`config.mk`:
```
export PLATFORM = sky130hd
export DESIGN_NAME = wb_stage
export DESIGN_NICKNAME = d
export VERILOG_FILES = /design/src/rtl/wb_stage.sv
export SDC_FILE = /design/constraint.sdc
export NUM_CORES = 1
export LEC_CHECK = 0
export ABC_AREA = 1
export BUFFER_PORTS_ARGS = -buffer_cell sky130_fd_sc_hd__clkbuf_2
export CORE_ASPECT_RATIO = 1.2
export CORE_UTILIZATION = 59
export CTS_BUF_LIST = sky130_fd_sc_hd__clkbuf_8
export DETAILED_ROUTE_END_ITERATION = 7
export GPL_TIMING_DRIVEN = 0
export PLACE_DENSITY = 0.94
export SLEW_MARGIN = 20
export SYNTH_ARGS = -nofsm -noshare
export SYNTH_HDL_FRONTEND = slang
export SYNTH_SLANG_ARGS = --single-unit
```
`constraint.sdc`:
```
create_clock -name clock -period 2.2 [get_ports clock]
set_input_delay 0.33 -clock clock [delete_from_list [all_inputs] [get_ports clock]]
set_output_delay 0.33 -clock clock [all_outputs]
set_load 0.01 [all_outputs]
```
`src/rtl/wb_stage.sv`:
```
// MEM/WB pipeline register plus result select/align driving the register-bank write port; outputs valid one rising edge after capture.
// Stall holds the register (bank rewrites the same value), flush loads a non-writing bubble, reset clears everything.
module wb_stage (
    input  logic        clock,
    input  logic        reset,
    input  logic        stall,
    input  logic        flush,
    input  logic        mem_valid,
    input  logic        mem_reg_write,
    input  logic [4:0]  mem_rw,
    input  logic        mem_to_reg,
    input  logic        mem_link,
    input  logic [2:0]  mem_load_type,
    input  logic [31:0] mem_alu_result,
    input  logic [31:0] mem_read_data,
    input  logic [31:0] mem_pc_plus8,
    output logic        reg_write,
    output logic [4:0]  rw,
    output logic [31:0] busw,
    output logic        wb_valid,
    output logic        align_error,
    output logic [31:0] retired
);

    localparam logic [2:0] LT_LB  = 3'b001;
    localparam logic [2:0] LT_LBU = 3'b010;
    localparam logic [2:0] LT_LH  = 3'b011;
    localparam logic [2:0] LT_LHU = 3'b100;

    logic        r_valid;
    logic        r_reg_write;
    logic [4:0]  r_rw;
    logic        r_to_reg;
    logic        r_link;
    logic [2:0]  r_load_type;
    logic [31:0] r_alu_result;
    logic [31:0] r_read_data;
    logic [31:0] r_pc_plus8;
    logic [31:0] r_retired;

    logic [1:0]  w_off;
    logic [7:0]  w_byte;
    logic [15:0] w_half;
    logic [31:0] w_load;
    logic        w_misalign;

    // A flush only clears valid; the stale fields are harmless because every write path is gated by r_valid.
    always_ff @(posedge clock) begin
        if (!reset) begin
            r_valid      <= 1'b0;
            r_reg_write  <= 1'b0;
            r_rw         <= 5'd0;
            r_to_reg     <= 1'b0;
            r_link       <= 1'b0;
            r_load_type  <= 3'd0;
            r_alu_result <= 32'd0;
            r_read_data  <= 32'd0;
            r_pc_plus8   <= 32'd0;
            r_retired    <= 32'd0;
        end else if (flush) begin
            r_valid <= 1'b0;
        end else if (!stall) begin
            r_valid      <= mem_valid;
            r_reg_write  <= mem_reg_write;
            r_rw         <= mem_rw;
            r_to_reg     <= mem_to_reg;
            r_link       <= mem_link;
            r_load_type  <= mem_load_type;
            r_alu_result <= mem_alu_result;
            r_read_data  <= mem_read_data;
            r_pc_plus8   <= mem_pc_plus8;
            if (mem_valid) begin
                r_retired <= r_retired + 32'd1;
            end
        end
    end

    assign w_off = r_alu_result[1:0];

    // Big-endian lanes: offset 0 is the most significant byte.
    always_comb begin
        w_byte     = r_read_data[31:24];
        w_half     = w_off[1] ? r_read_data[15:0] : r_read_data[31:16];
        w_load     = r_read_data;
        w_misalign = 1'b0;
        case (w_off)
            2'd0: w_byte = r_read_data[31:24];
            2'd1: w_byte = r_read_data[23:16];
            2'd2: w_byte = r_read_data[15:8];
            2'd3: w_byte = r_read_data[7:0];
            default: w_byte = r_read_data[31:24];
        endcase
        case (r_load_type)
            LT_LB:  w_load = {{24{w_byte[7]}}, w_byte};
            LT_LBU: w_load = {24'd0, w_byte};
            LT_LH: begin
                w_load     = {{16{w_half[15]}}, w_half};
                w_misalign = w_off[0];
            end
            LT_LHU: begin
                w_load     = {16'd0, w_half};
                w_misalign = w_off[0];
            end
            default: begin
                w_load     = r_read_data;
                w_misalign = (w_off != 2'd0);
            end
        endcase
    end

    assign align_error = r_valid & r_to_reg & ~r_link & w_misalign;
    assign busw        = r_link ? r_pc_plus8 : (r_to_reg ? w_load : r_alu_result);
    assign reg_write   = r_valid & r_reg_write & (r_rw != 5'd0) & ~align_error;
    assign rw          = r_rw;
    assign wb_valid    = r_valid;
    assign retired     = r_retired;

endmodule

```
==> results of run 1 <==
## worst min-delay path: stages
cell      delay, ps
clkbuf_2         70
nor2_1           30
nor2_1           80
## area by class of cell
class / instances / area [um2] / share of cell area [%]
multi-input combinational: 847 / 4070 / 43.9
sequential: 140 / 2810 / 30.4
timing repair buffer: 198 / 1130 / 12.2
buffer: 63 / 359 / 3.87
clock buffer: 19 / 262 / 2.82
inverter: 62 / 250 / 2.70
tap: 157 / 196 / 2.12
clock inverter: 13 / 189 / 2.04
## kinds of logic after synthesis
group	share of synthesized area [%]
compound gates	16.4
flops	39.0
buf+inv	7.65
fa+ha+maj	0.174
simple gates	36.5
xor+xnor	0.365
## per-stage QoR
stage	util, %	hold WS (ps)	cells	total power, mW
3_5_place_dp	70.8	465	1451	3.79
5_1_grt	79.0	107	1499	6.55
3_3_place_gp	70.8	461	1451	3.77
4_1_cts	76.5	92.6	1494	6.18
2_1_floorplan	-	408	1112	3.39
6_report	79.0	87.6	1499	6.36
## per-layer routing
layer | wire length [um] | GRT usage, % | share of wire, %
met1 | 8810 | 41.7 | 36
met2 | 11600 | 63.5 | 47
met3 | 2320 | 10.4 | 9.4
met4 | 1900 | 29.6 | 7.7
met5 | 0 | 0 | 0
## worst max path at each step
stage / start / end / slack, ps
CTS: r_load_type[1] / busw[3] / -90
global route: r_alu_result[1] / busw[3] / -240
global placement: r_load_type[1] / busw[15] / 170
detailed placement: r_load_type[1] / busw[15] / 150
finish: r_alu_result[1] / busw[3] / -210
floorplan: r_load_type[1] / reg_write / 560
## cells in the final DEF (no fill, tap or decap), types with 8 or more instances in the layout
cell type  instances
clkbuf_2         168
buf_6             19
buf_4             11
nand2_1          235
o21ai_0          119
a21oi_1           64
o21ai_1            8
nor2_1           260
nand2_2           41
nand4_1           10
nor2_4             9
buf_2             24
nand3_1           26
clkbuf_8          19
a21oi_2           19
dfxtp_1          135
clkbuf_1          32
nor2_2             9
inv_1             50
## power by group
group / internal [mW] / leakage, nW / total (mW) / switching, mW
logic: 0.473 / 2.95 / 1.21 / 0.738
registers: 2.67 / 1.15 / 2.76 / 0.0990
clock network: 1.30 / 0.216 / 2.39 / 1.08
## timing repair
item | 4_1_cts | 5_1_grt
endpoints found under the setup margin | 34 | 34
buffers inserted | 8 | 4
pin swaps | 19 | 29
gates cloned | 3 | 1
gates resized for setup | 53 | 93
==> out/qor.yml, run 1 <==
critical_path:
  cp.arrival_ps: 2080
  cp.depth: 9
  ff2ff_path_depth: 8
  cpMaxStageDelayCell: "dfxtp_2"
  worstPathRequired_ps: 1870
  cp_common_cell: "nand2_1"
  criticalPathCategory: "reg -> out"
  r2r-end: "retired[29]"
  worstSetupStartpointType: "flop"
  critical_path_buf_inv_count: 3
  rrSetupSlack_ps: 530
  cp_top_family: "compound AO/OA/AOI/OAI gates"
  max_stage_delay_ps: 320
  endpoint_kind: "primary output"
  crit_fanout: 10
  reg2reg_from: "retired[9]"
  crit_path_cell_trace: "buf_6 > buf_4 > o21ai_0 > nor2_1 > a21oi_1 > nand3_1 > nand2_1 > nand2_1 > clkbuf_2"
sta:
  slew_headroom_pct: 63.7
  max_clock_freq_mhz: 415
  tightest_slew_ps: 545
  final-hold-violation-count: 0
  final.period_utilization_pct: 110
  fin_ws_ps: -210
  rsz0062_at_grt: "true"
  clock_skew_ps: 12.1
  layout_min_cycle_time_ps: 2410
  finalSetupViolCount: 32
  drv_slew: 0
  tns_ps: -3830
min_path:
  min_from: "mem_alu_result[21]"
  min_to: "r_alu_result[21]"
  whs_path_depth: 3
  hold_path_class: "in -> reg"
floorplan:
  start_util_pct: 61.3
  io_pins: 184
  die_area_um2: 12600
  core_area_um2: 11700
  die_x_um: 103
  die_y_um: 123
  rows: 43
clock_tree:
  clkTransAtPathRegs_ps: 80
  cts_max_path_buffers: 2
  clock-sinks: 140
  hold_buffers: 0
  htree_levels: 4
  numCtsBuffers: 17
  tritoncts: "done"
  clock-root-buffer: "clkbuf_8"
  clock_latency_ps: 460
drt:
  drt_pass1_iterations: 8
  ant_nets: 0
  vias_per_cell: 5.64
  drt_iter0_markers: 887
  drcViolationCount: 1
  drt-total-wl_um: 24600
  vias: 8451
  wl_per_cell_um: 16.4
cells_and_area:
  n_antenna_cell: 0
  fin_area_um2: 9270
  drive_gt1_share_pct: 28.6
  fillers: 860
  syn2layout_area_growth_pct: 28.9
  fin_nets: 1442
synth:
  yosys_warnings: 0
  synth_seq_cells: 140
  async_flop_share_pct: 0
  synthesis.area_um2: 7190
  synth_seq_area_share_pct: 39.0
  ys_types: 38
  synth.most_common_cell: "nor2_1"
  netlist_instances: 1112
  synth-edff-count: 0
  synth_commonest_cells: "nor2_1, nand2_1, dfxtp_1"
  avgSynthCellArea_um2: 6.47
  synth_top_area_share_pct: 39.0
  synth_area_leaders: "dfxtp_1, nor2_1, nand2_1"
  synth_area_leader_cell: "dfxtp_1"
  synth-main-ff-cell: "dfxtp_1"
  syn_nets: 1225
placed_design:
  dp_hpwl_um: 17200
  pre_cts_slack_ps: 152
  dpl_cell_area_um2: 8300
  portBuffers: 182
  gp_congestion: 0.946
pwr:
  pwr_density_cell_nw_per_um2: 686
  ir_worst_vdd_uv: 441
  power_leakage_nw: 4.32
status:
  status: "finished, violations left"
  violations: "DRC, setup timing"
run:
  cap_violations: 0
global_route:
  grt_pass1_vias: 7885
  grt_pass1_wl_um: 37000
  grt_max_degree: 17
  track_usage_pct: 38.5
  overflow: 0
  antenna_found_initial: 0
Power figures use the tool's default switching activity.
==> run 2: changes to the inputs <==
--- a/config.mk
+++ b/config.mk
@@ -12,7 +12,7 @@
 export CTS_BUF_LIST = sky130_fd_sc_hd__clkbuf_8
 export DETAILED_ROUTE_END_ITERATION = 7
 export GPL_TIMING_DRIVEN = 0
-export PLACE_DENSITY = 0.94
+export PLACE_DENSITY_LB_ADDON = 0.05
 export SLEW_MARGIN = 20
 export SYNTH_ARGS = -nofsm -noshare
 export SYNTH_HDL_FRONTEND = slang
==> run 2 against run 1 <==
Effect of this change: hold slack worse by 3.6 ps; sequential share of layout area down 0.074 points; first-iteration DRC count fell by 21%; largest cell class unchanged; combinational power about the same; the run ends with setup timing left; largest power group unchanged.
==> out/qor.yml, run 2 (same netlist as run 1, synthesis figures left out) <==
pwr:
  power.share.clock_pct: 37.0
  power_leakage_nw: 4.33
  ir_worst_vdd_uv: 486
  p_seq_share_pct: 43.9
  p_sw_mw: 1.98
  power.internal_mw: 4.34
  pwr_density_cell_nw_per_um2: 680
  combPwrFrac_pct: 19.1
  total_power_mw: 6.32
  switching_share_pct: 31.3
cells_and_area:
  seq_area_um2: 2810
  drive_gt1_share_pct: 28.9
  n_antenna_cell: 0
  fin_area_um2: 9290
  syn2layout_area_growth_pct: 29.2
  fillers: 949
  multi_input_area_um2: 4140
  final_cell_mix: "nor2_1, nand2_1, clkbuf_2"
  fin_nets: 1443
  post-route-util_pct: 79.2
  final_common_cell: "nor2_1"
placed_design:
  gp_congestion: 0.976
  dp_hpwl_um: 16600
  dpl_cell_area_um2: 8300
  portBuffers: 182
floorplan:
  die_x_um: 103
  core_area_um2: 11700
  io_pins: 184
  start_util_pct: 61.3
  rows: 43
  die_area_um2: 12600
  die_y_um: 123
sta:
  tns_ps: -2520
  layout_min_cycle_time_ps: 2360
  finalSetupViolCount: 34
  fin_ws_ps: -165
  clock_skew_ps: 12.3
  final.period_utilization_pct: 107
  final-hold-violation-count: 0
  fin_hold_ws_ps: 83.9
  rsz0062_at_grt: "true"
  drv_slew: 0
  slew_headroom_pct: 63.1
  max_clock_freq_mhz: 423
  tightest_slew_ps: 554
global_route:
  grt_max_degree: 17
  grt_pass1_wl_um: 35100
  antenna_found_initial: 0
  grt_pass1_vias: 7612
  overflow: 0
  track_usage_pct: 36.5
min_path:
  hold_path_class: "in -> reg"
clock_tree:
  clock-sinks: 140
  clock_latency_ps: 460
  hold_buffers: 0
  numCtsBuffers: 17
  tritoncts: "done"
  htree_levels: 4
  clock-root-buffer: "clkbuf_8"
  clkTransAtPathRegs_ps: 90
  cts_max_path_buffers: 2
critical_path:
  criticalPathCategory: "reg -> out"
  worstPathRequired_ps: 1870
  cp.arrival_ps: 2030
  worstSetupStartpointType: "flop"
  crit_fanout: 8
  endpoint_kind: "primary output"
drt:
  vias_per_cell: 5.61
  drcViolationCount: 0
  drt_pass1_iterations: 7
  wl_per_cell_um: 16.2
  drt_iter0_markers: 698
  drt-total-wl_um: 24300
  vias: 8413
  ant_nets: 0
run:
  cap_violations: 0
status:
  status: "finished, violations left"
  violations: "setup timing"
-- run 2: final cells by class --
| type | instances | share of cell area (%) |
|---|---|---|
| multi-input cells | 848 | 44.5 |
| plain buffers | 61 | 3.61 |
| well taps | 157 | 2.11 |
| inverters | 62 | 2.84 |
| clock buffers | 19 | 2.81 |
| flip-flops and latches | 140 | 30.3 |
| repair buffers | 200 | 11.9 |
| clock inverters | 13 | 1.93 |
-- run 2: power groups by stage --
stage | combinational, mW | sequential, mW | clock (mW)
after CTS | 1.08 | 2.75 | 2.32
after global placement | 0.958 | 2.81 | 0
after detailed placement | 0.973 | 2.81 | 0
final | 1.21 | 2.77 | 2.34
after global routing | 1.31 | 2.78 | 2.43
after floorplan | 0.612 | 2.78 | 0
-- run 2: what timing repair did --
item,CTS,global route
endpoints found under the setup margin,34,34
gates cloned,2,3
buffers inserted,11,3
pin swaps,24,19
resized for setup,70,81
-- run 2: per-stage QoR --
stage	instances	setup WS, ps
final	1500	-165
after global routing	1500	-264
after CTS	1495	-104
after detailed placement	1451	253
after global placement	1451	235
after floorplan	1112	558
-- run 2: path summary, 6_finish.rpt --
| check | cells past startpoint | end | start | slack [ps] |
|---|---|---|---|---|
| hold / removal | 3 | r_pc_plus8[3] | mem_pc_plus8[3] | 80 |
| hold reg to reg | 2 | retired[30] | retired[30] | 500 |
| setup / recovery | 11 | busw[9] | r_load_type[2] | -160 |
| setup reg to reg | 8 | retired[24] | retired[1] | 460 |
-- run 2: critical path, stage by stage (launching register included) --
cell,delay (ps)
dfxtp_2,380
buf_4,140
nand3_4,90
nand2_4,110
buf_8,160
clkinv_8,90
nor2_4,120
nor2_4,50
nand2_2,70
nand2_2,60
a21oi_2,160
buf_2,150
-- run 2: metal layers --
layer	global-route usage, %	wire length [um]	up-vias
li1	-	-	3995
met1	38.9	8680	3755
met2	64.0	11600	487
met3	6.73	2030	176
met4	26.2	1980	0
met5	0	0	-
